## config.mk

```make
export PLATFORM = sky130hd
export DESIGN_NAME = alu_seq
export DESIGN_NICKNAME = d
export VERILOG_FILES = /design/src/rtl/alu_seq.sv
export SDC_FILE = /design/constraint.sdc
export NUM_CORES = 1
export LEC_CHECK = 0
export BUFFER_PORTS_ARGS = -buffer_cell sky130_fd_sc_hd__buf_2
export CAP_MARGIN = 20
export CORE_ASPECT_RATIO = 0.9
export CORE_MARGIN = 1
export CORE_UTILIZATION = 55
export CTS_CLUSTER_DIAMETER = 120
export DETAILED_ROUTE_END_ITERATION = 10
export MAX_ROUTING_LAYER = met4
export PLACE_DENSITY = 0.78
export SLEW_MARGIN = 5
export SYNTH_ARGS = -nofsm -noshare
export SYNTH_HDL_FRONTEND = slang
export SYNTH_SLANG_ARGS = --single-unit
```

## constraint.sdc

```tcl
create_clock -name CLK -period 7.2 [get_ports CLK]
set_clock_uncertainty 0.1 [all_clocks]
set_input_delay 1.44 -clock CLK [delete_from_list [all_inputs] [get_ports CLK]]
set_output_delay 1.44 -clock CLK [all_outputs]
set_load 0.03 [all_outputs]
```

## src/rtl/alu_seq.sv

```systemverilog
// Handshaked execute-stage ALU with registered result and an iterative shifter
// that moves up to SHIFT_STEP bits per cycle.
module alu_seq #(
    parameter int unsigned WIDTH      = 32,
    parameter int unsigned SHIFT_STEP = 8
) (
    input  logic             CLK,
    input  logic             RESET,
    input  logic [WIDTH-1:0] OP1_SE,
    input  logic [WIDTH-1:0] OP2_SE,
    input  logic             CIN_SE,
    input  logic [3:0]       CMD_SE,
    input  logic             IN_VALID_SE,
    output logic             IN_READY_SE,
    output logic [WIDTH-1:0] RES_SE,
    output logic             COUT_SE,
    output logic             OUT_VALID_SE,
    input  logic             OUT_READY_SE,
    output logic             BUSY_SE
);

    localparam int unsigned SW = $clog2(WIDTH);
    localparam int unsigned CW = SW + 1;
    localparam int unsigned W1 = WIDTH + 1;
    localparam logic [CW-1:0] STEP = CW'(SHIFT_STEP);

    localparam logic [3:0] CMD_ADD  = 4'd0;
    localparam logic [3:0] CMD_AND  = 4'd1;
    localparam logic [3:0] CMD_OR   = 4'd2;
    localparam logic [3:0] CMD_XOR  = 4'd3;
    localparam logic [3:0] CMD_SUB  = 4'd4;
    localparam logic [3:0] CMD_SLT  = 4'd5;
    localparam logic [3:0] CMD_SLTU = 4'd6;
    localparam logic [3:0] CMD_SLL  = 4'd7;
    localparam logic [3:0] CMD_SRL  = 4'd8;
    localparam logic [3:0] CMD_SRA  = 4'd9;

    typedef enum logic [1:0] {
        IDLE  = 2'd0,
        SHIFT = 2'd1,
        DONE  = 2'd2
    } state_t;

    state_t            state;
    logic [WIDTH-1:0]  res_q;
    logic              cout_q;
    logic              out_valid_q;
    logic              busy_q;
    logic [WIDTH-1:0]  work;
    logic [CW-1:0]     cnt;
    logic [3:0]        shop;

    logic              in_ready_c;
    logic              accept_c;
    logic [SW-1:0]     amt_c;
    logic              is_shift_c;
    logic [W1-1:0]     sum_c;
    logic [W1-1:0]     diff_c;
    logic [WIDTH-1:0]  alu_res_c;
    logic              alu_cout_c;
    logic [CW-1:0]     step_c;
    logic              last_c;
    logic signed [WIDTH-1:0] swork_c;
    logic [WIDTH-1:0]  shifted_c;

    // Ready is the only combinational output: a held result frees the slot as it drains.
    assign in_ready_c = (state == IDLE) || ((state == DONE) && OUT_READY_SE);
    assign accept_c   = IN_VALID_SE && in_ready_c;
    assign amt_c      = OP2_SE[SW-1:0];
    assign is_shift_c = (CMD_SE == CMD_SLL) || (CMD_SE == CMD_SRL) || (CMD_SE == CMD_SRA);

    // Single-cycle result; shifts only land here with a zero amount, so they pass OP1.
    always_comb begin
        alu_res_c  = '0;
        alu_cout_c = 1'b0;
        sum_c      = {1'b0, OP1_SE} + {1'b0, OP2_SE} + W1'(CIN_SE);
        diff_c     = {1'b0, OP1_SE} + {1'b0, ~OP2_SE} + W1'(1'b1);
        case (CMD_SE)
            CMD_ADD: begin
                alu_res_c  = sum_c[WIDTH-1:0];
                alu_cout_c = sum_c[WIDTH];
            end
            CMD_AND:  alu_res_c = OP1_SE & OP2_SE;
            CMD_OR:   alu_res_c = OP1_SE | OP2_SE;
            CMD_XOR:  alu_res_c = OP1_SE ^ OP2_SE;
            CMD_SUB: begin
                alu_res_c  = diff_c[WIDTH-1:0];
                alu_cout_c = diff_c[WIDTH];
            end
            CMD_SLT:  alu_res_c = WIDTH'($signed(OP1_SE) < $signed(OP2_SE));
            CMD_SLTU: alu_res_c = WIDTH'(OP1_SE < OP2_SE);
            CMD_SLL, CMD_SRL, CMD_SRA: alu_res_c = OP1_SE;
            default: begin
                alu_res_c  = '0;
                alu_cout_c = 1'b0;
            end
        endcase
    end

    // One bounded shift step; the sign bit survives each arithmetic step unchanged.
    always_comb begin
        step_c  = (cnt > STEP) ? STEP : cnt;
        last_c  = (cnt <= STEP);
        swork_c = work;
        case (shop)
            CMD_SLL: shifted_c = work << step_c;
            CMD_SRL: shifted_c = work >> step_c;
            default: shifted_c = swork_c >>> step_c;
        endcase
    end

    always_ff @(posedge CLK) begin
        if (RESET) begin
            state       <= IDLE;
            res_q       <= '0;
            cout_q      <= 1'b0;
            out_valid_q <= 1'b0;
            busy_q      <= 1'b0;
            work        <= '0;
            cnt         <= '0;
            shop        <= '0;
        end else begin
            case (state)
                IDLE, DONE: begin
                    if (accept_c) begin
                        if (is_shift_c && (amt_c != '0)) begin
                            work        <= OP1_SE;
                            cnt         <= CW'(amt_c);
                            shop        <= CMD_SE;
                            busy_q      <= 1'b1;
                            out_valid_q <= 1'b0;
                            state       <= SHIFT;
                        end else begin
                            res_q       <= alu_res_c;
                            cout_q      <= alu_cout_c;
                            out_valid_q <= 1'b1;
                            state       <= DONE;
                        end
                    end else if ((state == DONE) && OUT_READY_SE) begin
                        out_valid_q <= 1'b0;
                        state       <= IDLE;
                    end
                end
                SHIFT: begin
                    work <= shifted_c;
                    cnt  <= cnt - step_c;
                    if (last_c) begin
                        res_q       <= shifted_c;
                        cout_q      <= 1'b0;
                        out_valid_q <= 1'b1;
                        busy_q      <= 1'b0;
                        state       <= DONE;
                    end
                end
                default: begin
                    out_valid_q <= 1'b0;
                    busy_q      <= 1'b0;
                    state       <= IDLE;
                end
            endcase
        end
    end

    assign IN_READY_SE  = in_ready_c;
    assign RES_SE       = res_q;
    assign COUT_SE      = cout_q;
    assign OUT_VALID_SE = out_valid_q;
    assign BUSY_SE      = busy_q;

endmodule

```

-- Yosys cells after proc, flatten, opt, wreduce, memory -nomap -nowiden
Cells that the tools add are included.
- $add $sub $neg: 5
- $lt $le $gt $ge: 4
- eq/ne operators: 18
- shift operators: 3
- muxes and demuxes: 31
- bitwise logic cells: 4
- reductions and logical operators: 17
- operators by type and width (kind ; number):
    $pmux 32 s8 ; 1
    $pmux 32 s2 ; 3
    $mux 32 ; 5
    $add 32x32->33 ; 2
    $lt 32x32->1 ; 2
    $add 33x1->33 ; 1
    $add 33x1->33 const B ; 1
    $and 32x32->32 ; 1
    $not 32->32 ; 1
    $or 32x32->32 ; 1
    $shl 32x6->32 ; 1
    $shr 32x6->32 ; 1
    $sshr 32x6->32 ; 1
    $xor 32x32->32 ; 1
    $eq 4x3->1 const B ; 5
    $mux 6 ; 3
    $eq 4x4->1 const B ; 3
    $pmux 6 s2 ; 1
    $mux 1 ; 9
    $reduce_and 3->1 ; 3
    $eq 4x2->1 const B ; 2
    $mux 2 ; 4
    $ne 2x2->1 const B ; 4
    $pmux 1 s2 ; 4
    18 further kinds ; 22
- register bits after elaboration: 79
- input port bits: 73
- output and inout port bits: 36
- logic and storage cells: 90

-- Depth between registers and ports, before layout
- word-level depth: 7
- mapped depth: 14
- gate-level depth less buffers: 14

-- Worst setup path before layout
Ideal clock, no wire load.
- path type: input-to-reg
- start point: in OP1_SE[0]
- end point: reg res_q[24], in the netlist RES_SE[24]
- setup time: 0.086 ns
- arrival: 4.213 ns
- required time: 7.014 ns
- setup slack: 2.801 ns
- stages: 12
- buffers on the path: 0
- cell sequence: fa_1 -> fa_1 -> a211oi_1 -> o21bai_1 -> o21ai_2 -> o31a_1 -> o41ai_2 -> a31o_2 -> o2111ai_1 -> a21oi_1 -> o311a_1 -> a211oi_1
- longest elaborated chain between the ends: 6
- elaborated cells between the ends (all ways): 8
- classes of those cells: add/sub: 4; mux: 4
- ends and longest elaborated chain (what ; RTL line ; text):
    from (decl) ; 9 ; input logic [WIDTH-1:0] OP1_SE,
    $add 32x32->33, on equally long branches ; 77, 76 ;
    $add 33x1->33, on equally long branches ; 77, 76 ;
    $pmux 32 s8 (*) ; 78 ; case (CMD_SE)
    $mux 32 (*) ; 126 ; if (is_shift_c && (amt_c != '0)) begin
    $mux 32 (*) ; 125 ; if (accept_c) begin
    $pmux 32 s2 (*) ; 123 ; case (state)
    to (signal assigned) ; 134 ; res_q <= alu_res_c;
    to (signal assigned) ; 148 ; res_q <= shifted_c;
    to (decl) ; 45 ; logic [WIDTH-1:0] res_q;
Every way passes the cells marked *; elsewhere a longest branch is shown, timed or not. The select of a mux whose other input is x is not followed.
A chain may end at the register's enable or synchronous reset.

-- Worst setup path in the final report
- start point: in CMD_SE[2]
- end point: reg res_q[25], in the netlist RES_SE[25]
- longest elaborated chain between the ends: 6
- elaborated cells between the ends (all ways): 20
- classes of those cells: eq/ne: 10; mux: 4; reduce/logical: 6
- ends and longest elaborated chain (what ; RTL line ; text):
    from (decl) ; 12 ; input logic [3:0] CMD_SE,
    $eq 4x3->1 / $eq 4x4->1 (equally long branches) ; 70, 78 ;
    $reduce_or 3->1 / $logic_or 1x1->1 (equally long branches) ; 78, 70 ;
    $pmux 32 s8 / $logic_or 1x1->1 (equally long branches) ; 78, 70 ;
    $mux 32 / $logic_and 1x1->1 (equally long branches) ; 126 ;
    $mux 32 / $ne 2x2->1 (equally long branches) ; n/a ;
    $pmux 32 s2 / $reduce_and 4->1 (equally long branches) ; n/a ;
Parallel ways exist; a longest one is shown, timed or not. The select of a mux whose other input is x is not followed.

==> run metrics <==
status=completed; RSZ-0062 raised after global routing=false; DR vias=13100; Vias per Instance=6.98; Die H=139 um; gr busiest metal=met2; I/O Buffers=108; Worst Slack Setup Final=2.46 ns; FFs w/ async S/R, synth=0%; Slew Limit Fails=0; R2R cell count=10; syn_area_per_cell=7.16 um2; Post-synth EDFFs=0; Final TNS setup=0 ns; M2 GR Usage=59.6%; H-tree Lvls=3; area grow syn2layout=7.33%; Synth Net Count=1778; Seq/Total Area, Yosys=13.6%; Remaining DRCs=0; Nets=1798; Syn Inst Count=1602; First-pass DRT Iterations=6; Max-slew headroom=28.6%; Netlist cell types=93; area leader, netlist=dfxtp_1; largest net degree at the start of global routing=79; max-cap violations=0; Synthesis Warnings=0; Iter 0 DRT Violations=1553; top cells by area, synth=dfxtp_1 14%, ha_1 11%, mux2i_1 8.7%; Core Area=20200 um2; vias in the first global route=11800; critical path arrival=4.88 ns; power per cell area=139 nW/um2; clk slew on worst S/H paths=0.07 ns; CP startpoint kind=input pin; CP max stage delay=0.73 ns; endpoints failing setup=0; CP Class=in2reg; Sinks on Clock Net=78; Critical Path End Type=register; post-route cell area=12300 um2; Buf+Inv Stages, Crit Path=2; grt ovf=0; final wirelength=43200 um; hold crit path type=reg2reg; layout cell share with drive strength beyond 1=12.4%; initial antenna violation count=1; final period utilization=65.9%; # rows=49; CP required=7.34 ns; GRT Util Overall=40.3%; post-cts gate resize count=0; first-pass GRT wire length=66300 um; GPL Wtd Cong=1.05; hold depth=2; CTS Buf Count=9; CP delay by family, top=simple AND/OR/NAND/NOR gates; Max Buffers Root-to-Sink=2; Worst IR Drop VDD=0.106 mV; setup slack at placement=2.20 ns; Period minus WS final=4.74 ns; GR Util met1=53.9%; Main synth FF type=dfxtp_1; Critical Path Stages=10; slowest CP cell=and2_1; Post-Synthesis Cell Area=11500 um2; CTS Hold Buffers Added=0; routed length per instance=23.0 um; Yosys top cell area share=13.6%; Pleak=5.19 nW; clock latency at the later pin of the worst-skew pair=0.34 ns; #FFs+latches synth=78; io pins=109; Final ANT Viol Nets=0; Achievable Freq=211 MHz; Least-Margin Pin Slew=1.04 ns; crit-path cells=buf_2 > nor2b_1 > a32o_1 > buf_4 > a21boi_1 > nand3b_1 > and2_1 > or3_1 > nor2_1 > a221o_1; Root Buffer=clkbuf_16; met3 Use GR=9.25%; setup bufs post-CTS=0; TritonCTS clock tree=yes; initial core utilization=56.7%; post-placement cell area=12000 um2; Die Area=21400 um2; Die Wd=154 um; Post-DP HPWL=31600 um; crit-path max FO=34; endpoints failing hold=0
## registers in the layout, summed over array words and instances (netlist names)
name / flops
swork_c: 32
cnt: 6
COUT_SE: 1
RES_SE: 32
state: 2
BUSY_SE: 1
shop: 4
## worst register-to-register path, delay by kind of cell (launching register included)
family                 cells  cell delay (ns)
AO/OA/AOI/OAI              6             1.70
AND/OR/NAND/NOR            3             1.01
flip-flops                 1             0.46
buffers and inverters      1             0.36
## final timing paths
check	from	slack [ns]	endpoint
setup / recovery	CMD_SE[2]	2.46	RES_SE[25]
hold / removal	shop[3]	0.38	shop[3]
setup reg to reg	cnt[3]	3.43	RES_SE[29]
hold reg to reg	shop[3]	0.38	shop[3]
## metal layers
| metal | routed length, um | up-vias |
|---|---|---|
| met2 | 18700 | 859 |
| met3 | 5210 | 103 |
| li1 | - | 5992 |
| met1 | 18100 | 6176 |
| met4 | 1220 | 0 |
| met5 | 0 | - |
## metrics by stage
stage	hold WS, ns	cells	util (%)	power, mW
2_1_floorplan	0.348	1602	-	1.01
3_3_place_gp	0.367	1865	59.3	1.21
3_5_place_dp	0.374	1865	59.3	1.22
4_1_cts	0.388	1880	60.8	1.68
5_1_grt	0.426	1882	60.9	1.78
6_report	0.381	1882	60.9	1.71
## layout by cell type (no fill, tap or decap), types with 10 or more instances in the layout
master	synthesis	layout
o211ai_1	23	23
nand2_1	149	149
o221ai_1	11	11
o21ai_1	12	12
and2_1	9	10
a311oi_1	11	11
o31ai_1	13	13
a221oi_1	25	25
buf_4	5	26
o21ai_0	92	92
nor3_1	27	26
mux2i_1	100	100
and3_1	15	15
a21oi_1	129	129
mux4_2	17	17
nand3_1	51	51
or3_1	14	14
nand2b_1	13	13
o22ai_1	11	11
dfxtp_1	78	77
nor2b_1	12	11
a21o_1	13	13
nor2_1	173	173
a31oi_1	42	42
xnor2_1	17	17
nor4_1	12	11
inv_1	96	96
a22oi_1	15	15
a221o_1	11	11
ha_1	100	100
a211oi_1	34	34
o21bai_1	13	13
buf_2	21	108
## Yosys cell counts (27+ instances only)
| cell type | n |
|---|---|
| dfxtp_1 | 78 |
| a21oi_1 | 129 |
| nand2_1 | 149 |
| inv_1 | 96 |
| a211oi_1 | 34 |
| ha_1 | 100 |
| o21ai_0 | 92 |
| clkbuf_1 | 89 |
| mux2i_1 | 100 |
| a31oi_1 | 42 |
| nand3_1 | 51 |
| nor3_1 | 27 |
| nor2_1 | 173 |
## logic make-up after synthesis
logic type | share of synthesized area, %
AND/OR/NAND/NOR | 20.4
multiplexers | 12.5
XOR/XNOR | 1.37
other | 0.0327
AO/OA/AOI/OAI | 32.8
flip-flops | 13.6
buffers and inverters | 7.95
adder cells (fa/ha/maj) | 11.4
## power by group
group | switching, mW | internal [mW]
sequential | 0.0338 | 0.458
clock | 0.192 | 0.277
combinational | 0.489 | 0.257
total | 0.715 | 0.992
## layout make-up
cell class	count	area, um2
multi-input cells	1301	9020
fillers	1919	7920
flip-flops and latches	78	1560
repair buffers	135	748
inverters	97	364
well taps	255	319
clock buffers	10	239
clock inverters	5	58.8
diodes	1	2.50
Note: power is estimated with default switching activity, not from simulation.
